===== src/rtl/logic_op_pkg.sv =====
// rtl/logic_op_pkg.sv - opcode and FSM state definitions for the logic-op arbiter
package logic_op_pkg;

    localparam logic [2:0] OP_AND  = 3'd0;
    localparam logic [2:0] OP_OR   = 3'd1;
    localparam logic [2:0] OP_NOT  = 3'd2;
    localparam logic [2:0] OP_XOR  = 3'd3;
    localparam logic [2:0] OP_NAND = 3'd4;
    localparam logic [2:0] OP_NOR  = 3'd5;
    localparam logic [2:0] OP_XNOR = 3'd6;
    localparam logic [2:0] OP_INV  = 3'd7;

    typedef enum logic [1:0] {
        IDLE = 2'd0,
        EXEC = 2'd1,
        RESP = 2'd2
    } state_t;

endpackage


===== src/rtl/logic_unit.sv =====
// rtl/logic_unit.sv - combinational bitwise logic unit shared by all requesters
module logic_unit #(
    parameter int WIDTH = 8
) (
    input  logic [2:0]       op,
    input  logic [WIDTH-1:0] a,
    input  logic [WIDTH-1:0] b,
    output logic [WIDTH-1:0] y,
    output logic             err
);
    import logic_op_pkg::*;

    // Decode the opcode into a single bitwise result; unknown codes give zero and raise err
    always_comb begin
        y   = '0;
        err = 1'b0;
        case (op)
            OP_AND:  y = a & b;
            OP_OR:   y = a | b;
            OP_NOT:  y = ~a;
            OP_XOR:  y = a ^ b;
            OP_NAND: y = ~(a & b);
            OP_NOR:  y = ~(a | b);
            OP_XNOR: y = ~(a ^ b);
            default: begin
                y   = '0;
                err = 1'b1;
            end
        endcase
    end

endmodule


===== src/rtl/logic_op_arbiter.sv =====
// rtl/logic_op_arbiter.sv - round-robin arbiter sharing one logic unit among NREQ requesters
module logic_op_arbiter #(
    parameter  int WIDTH = 8,
    parameter  int NREQ  = 4,
    localparam int IDW   = $clog2(NREQ)
) (
    input  logic                  clk,
    input  logic                  rst_n,
    input  logic [NREQ-1:0]       req,
    input  logic [3*NREQ-1:0]     op,
    input  logic [WIDTH*NREQ-1:0] a,
    input  logic [WIDTH*NREQ-1:0] b,
    output logic [NREQ-1:0]       gnt,
    output logic                  busy,
    output logic                  rsp_valid,
    input  logic                  rsp_ready,
    output logic [WIDTH-1:0]      rsp_data,
    output logic [IDW-1:0]        rsp_id,
    output logic                  rsp_err,
    output logic [15:0]           op_cnt
);
    import logic_op_pkg::*;

    state_t           state;
    state_t           next_state;
    logic [IDW-1:0]   last;
    logic [IDW-1:0]   winner;
    logic [2:0]       lat_op;
    logic [WIDTH-1:0] lat_a;
    logic [WIDTH-1:0] lat_b;

    logic             any_req;
    logic [IDW-1:0]   win_idx;
    logic [2:0]       sel_op;
    logic [WIDTH-1:0] sel_a;
    logic [WIDTH-1:0] sel_b;
    logic [WIDTH-1:0] lu_y;
    logic             lu_err;

    assign busy = (state != IDLE);

    // Find the first requesting index after the last winner, wrapping around
    always_comb begin
        int             idx;
        logic [IDW-1:0] idx_w;
        any_req = 1'b0;
        win_idx = '0;
        idx     = 0;
        idx_w   = '0;
        for (int k = 1; k <= NREQ; k++) begin
            idx   = (int'(last) + k) % NREQ;
            idx_w = IDW'(idx);
            if (!any_req && req[idx_w]) begin
                any_req = 1'b1;
                win_idx = idx_w;
            end
        end
    end

    // Select the winning requester's opcode and operands
    always_comb begin
        sel_op = '0;
        sel_a  = '0;
        sel_b  = '0;
        for (int i = 0; i < NREQ; i++) begin
            if (win_idx == IDW'(i)) begin
                sel_op = op[3*i +: 3];
                sel_a  = a[WIDTH*i +: WIDTH];
                sel_b  = b[WIDTH*i +: WIDTH];
            end
        end
    end

    logic_unit #(.WIDTH(WIDTH)) u_logic_unit (
        .op  (lat_op),
        .a   (lat_a),
        .b   (lat_b),
        .y   (lu_y),
        .err (lu_err)
    );

    // State register
    always_ff @(posedge clk or negedge rst_n) begin
        if (!rst_n) begin
            state <= IDLE;
        end else begin
            state <= next_state;
        end
    end

    // Next-state: grant, execute for one cycle, then hold the response until accepted
    always_comb begin
        next_state = state;
        case (state)
            IDLE:    if (any_req) next_state = EXEC;
            EXEC:    next_state = RESP;
            RESP:    if (rsp_ready) next_state = IDLE;
            default: next_state = IDLE;
        endcase
    end

    // Datapath: latch the winner's operands, capture the result, count completions
    always_ff @(posedge clk or negedge rst_n) begin
        if (!rst_n) begin
            last      <= IDW'(NREQ - 1);
            winner    <= '0;
            lat_op    <= '0;
            lat_a     <= '0;
            lat_b     <= '0;
            gnt       <= '0;
            rsp_valid <= 1'b0;
            rsp_data  <= '0;
            rsp_id    <= '0;
            rsp_err   <= 1'b0;
            op_cnt    <= '0;
        end else begin
            case (state)
                IDLE: begin
                    if (any_req) begin
                        gnt    <= NREQ'(1) << win_idx;
                        winner <= win_idx;
                        lat_op <= sel_op;
                        lat_a  <= sel_a;
                        lat_b  <= sel_b;
                    end
                end
                EXEC: begin
                    gnt       <= '0;
                    rsp_data  <= lu_y;
                    rsp_err   <= lu_err;
                    rsp_id    <= winner;
                    rsp_valid <= 1'b1;
                    last      <= winner;
                end
                RESP: begin
                    if (rsp_ready) begin
                        rsp_valid <= 1'b0;
                        op_cnt    <= op_cnt + 16'd1;
                    end
                end
                default: begin
                    gnt <= '0;
                end
            endcase
        end
    end

endmodule

===== config.mk =====
export PLATFORM = sky130hd
export DESIGN_NAME = logic_op_arbiter
export DESIGN_NICKNAME = d
export VERILOG_FILES = /design/src/rtl/logic_op_pkg.sv /design/src/rtl/logic_unit.sv /design/src/rtl/logic_op_arbiter.sv
export SDC_FILE = /design/constraint.sdc
export NUM_CORES = 1
export LEC_CHECK = 0
export ABC_AREA = 1
export CAP_MARGIN = 20
export CORE_ASPECT_RATIO = 1.75
export CORE_MARGIN = 10
export CORE_UTILIZATION = 49
export DETAILED_ROUTE_END_ITERATION = 6
export HOLD_SLACK_MARGIN = 0.06
export PLACE_DENSITY_LB_ADDON = 0.2
export RECOVER_POWER = 100
export SYNTH_ARGS = -nofsm -noshare
export SYNTH_HDL_FRONTEND = slang
export SYNTH_HIERARCHICAL = 1
export SYNTH_SLANG_ARGS = --single-unit

===== constraint.sdc =====
create_clock -name clk -period 2.2 [get_ports clk]
set_clock_uncertainty 0.1 [all_clocks]
set_input_delay 0.33 -clock clk [delete_from_list [all_inputs] [get_ports clk]]
set_output_delay 0.33 -clock clk [all_outputs]
set_load 0.03 [all_outputs]

==> reports/qor.csv <==
metric,value,unit
vias after detailed routing,4580,
slowest CP cell,dfstp_2,
final weighted congestion in routability-driven placement,0.919,
most frequent cell after synthesis,nand2_1,
Initial Util,0.495,
number of antenna violations at the first check in global routing,0,
count of nets after finishing,860,
worst endpoint required time,2320,ps
type of the tightest min-delay check,flop to flop,
area of the core region,8610,sq um
area overhead of the layout relative to synthesis,49.1,%
CP most frequent cell,nand2_1,
number of routed nets with antenna violations,0,
RSZ-0062 raised after global routing,true,
fin crit period,2380,ps
post-synthesis sequential area ratio,0.335,
number of enable-type register cells in the synthesized netlist,0,
die extent in y,143,microns
final design utilization,0.738,
post-place setup slack,-356,ps
most area-consuming cells after synthesis,"dfrtp_1 32%, nand2_1 17%, nand3_1 8.8%",
Max Clk Rate,420,MHz
number of input and output port buffers inserted,115,
critical path class,flop to flop,
count of cell types in the netlist,37,
"buffers from clock root to sink, at most",2,
GRT Util Overall,0.198,
synthesized area divided by synthesized cell count,7.03,sq um
cell family with the largest share of critical-path delay,simple AND/OR/NAND/NOR gates,
vias in the first global route,4671,
Post-Synthesis Net Count,706,
Storage cell area,1430,sq um
post-route clock period utilization,1.08,
die area,13000,sq um
worst-case setup margin in the final layout,-180,ps
violated checks,negative setup slack,
startpoint of the most critical setup path,last[0],
filler cell count in the final layout,661,
startpoint of the most critical register-to-register path,last[0],
depth of the CTS H-tree,3,
post-synthesis sequential element count,57,
number of ports placed on the die boundary,116,
portion of synthesized cell area occupied by the leading cell type,0.323,
Setup Viol. Count Final,24,
chain of cells forming the critical path,"buf_8, nand2_4, nand2_4, nand2_4, nand2_8, nor2_4, a21oi_4, nand3_4, buf_6, nor2_4, buf_12, nand2_2, nand2_1, nand2_1, nand2_1, nand2_1",
Max Fanout on Critical Path,8,
number of endpoints with negative hold slack in the final report,0,
final slew viol count,0,
GRT Residual Overflow,0,
slew at the pin with the worst max-slew slack,1170,ps
root cell of the clock tree,clkbuf_16,
post-DR wirelength/cell,15.2,microns
clock insertion delay at the later pin of the skew report,330,ps
share of layout cells above drive strength 1,0.187,
global-route wire length before repair,21300,microns
worst slew margin relative to its limit,0.221,
TritonCTS clock tree,yes,
run status,finished with violations,
sort of element at the start of the critical path,flop,
CP Data Arrival Time,2500,ps
leading register cell type out of synthesis,dfrtp_1,
Min-Delay Startpoint,rsp_data[5],
# Max-Cap Violations,0,
violation count after the first detailed-routing iteration,158,
reg-to-reg setup timing slack,-180,ps
clock-pin slew on the worst setup and hold paths,50,ps
DRC viols,0,
asr flop ratio synth,1.00,
footprint of the multi-input gates,2530,sq um
die boundary width,90.5,microns
Via density,5.19,
worst hold path depth,2,
sum of negative setup slack,-1910,ps
pin count of the biggest net entering global routing,38,
total wire length,13400,microns
Inserted Clock Buffers,9,
cell area after synthesis,4260,sq um
post-synthesis cell type with the largest combined area,dfrtp_1,
worst-case reg-to-reg path depth,16,
endpoint of the worst register-to-register path,lat_a[6],
number of optimization iterations in the first detailed-route pass,4,
power per cell area,1790,nW/um^2
Peak supply drop,1520,uV
post-detail-place hpwl,9580,microns
worst path buffer plus inverter count,3,
Lkg Pwr,3.25,nW
Yosys warnings,6,
type of element capturing the critical path,flop,
terminating pin of the worst hold path,rsp_data[5],
delay of the slowest critical-path stage,580,ps
row cnt,45,
Hold Slack,359,ps
Cells after Synth,606,
Sink Count,57,
synth cell count leaders,"189 x nand2_1, 75 x nand3_1, 69 x inv_1",
[worst reg2reg max path, delay by kind of cell, from the launching register on]
kind | cells | cell delay, ps
buf+inv | 3 | 450
flops | 1 | 580
compound gates | 1 | 170
simple gates | 12 | 980
[through the flow]
stage	instance area, sq um	power [mW]	cells
finish	6360	11.4	883
global route	6350	12.2	882
CTS	6170	10.8	877
detailed placement	5610	8.27	844
global placement	5610	8.10	844
floorplan	4260	6.48	606
[worst max path at each step]
| stage | slack (ps) | end | cells past startpoint |
|---|---|---|---|
| final | -180 | lat_a[6] | 16 |
| after global routing | -280 | lat_a[6] | 16 |
| after CTS | -100 | lat_a[6] | 16 |
| after floorplan | 170 | lat_b[7] | 14 |
| after global placement | -340 | lat_op[1] | 13 |
| after detailed placement | -360 | lat_op[1] | 13 |
[layout by cell type, fill, tap and decap left out, types with 6 or more instances in the layout]
cell type	n
a21oi_2	6
buf_4	33
clkbuf_1	7
clkbuf_16	10
clkdlybuf4s50_1	82
dfrtp_1	55
dlygate4sd3_1	33
ha_1	17
inv_1	69
inv_2	11
nand2_1	166
nand2_2	19
nand2_4	11
nand3_1	72
nand4_1	24
nor2_1	46
nor2_4	8
o21ai_0	7
o21ai_1	21
o21ai_2	8
xor2_1	10
[layout make-up]
| class | count | area share |
|---|---|---|
| flip-flops and latches | 57 | 0.225 |
| clock buffers | 13 | 0.0378 |
| diodes | 1 | 0.000394 |
| multi-input cells | 444 | 0.398 |
| well taps | 117 | 0.0230 |
| repair buffers | 166 | 0.264 |
| inverters | 82 | 0.0492 |
| clock inverters | 3 | 0.00276 |
[power by group]
part | internal [mW] | switching [mW]
logic | 3.50 | 4.78
clock network | 0.756 | 0.460
registers | 1.48 | 0.385
total | 5.74 | 5.62
[registers in the layout, indices dropped and copies added (netlist names)]
register / count
op_cnt: 16
lat_a: 8
lat_b: 8
rsp_data: 8
gnt: 4
lat_op: 3
last: 2
rsp_id: 2
state: 2
winner: 2
rsp_err: 1
rsp_valid: 1
[logic make-up after synthesis]
| family | count (synthesis) | share of synthesized area |
|---|---|---|
| fa+ha+maj | 17 | 0.0499 |
| compound gates | 44 | 0.0561 |
| xor+xnor | 15 | 0.0308 |
| flops | 57 | 0.335 |
| simple gates | 365 | 0.400 |
| mux | 1 | 0.00264 |
| buf+inv | 107 | 0.126 |
[routing by layer]
layer  wire length (microns)  track usage
met5                       0            0
met4                     542        0.112
met3                     933       0.0590
met2                    7220        0.372
met1                    4690        0.187
[repair_timing]
action,4_1_cts,5_1_grt
resized for setup,33,51
endpoints found under the hold margin,20,0
endpoints found under the setup margin,21,37
setup buffers,11,4
pin swaps,13,23
gates cloned,5,1
hold buffers,1,0
(Power assumes the default switching activity.)
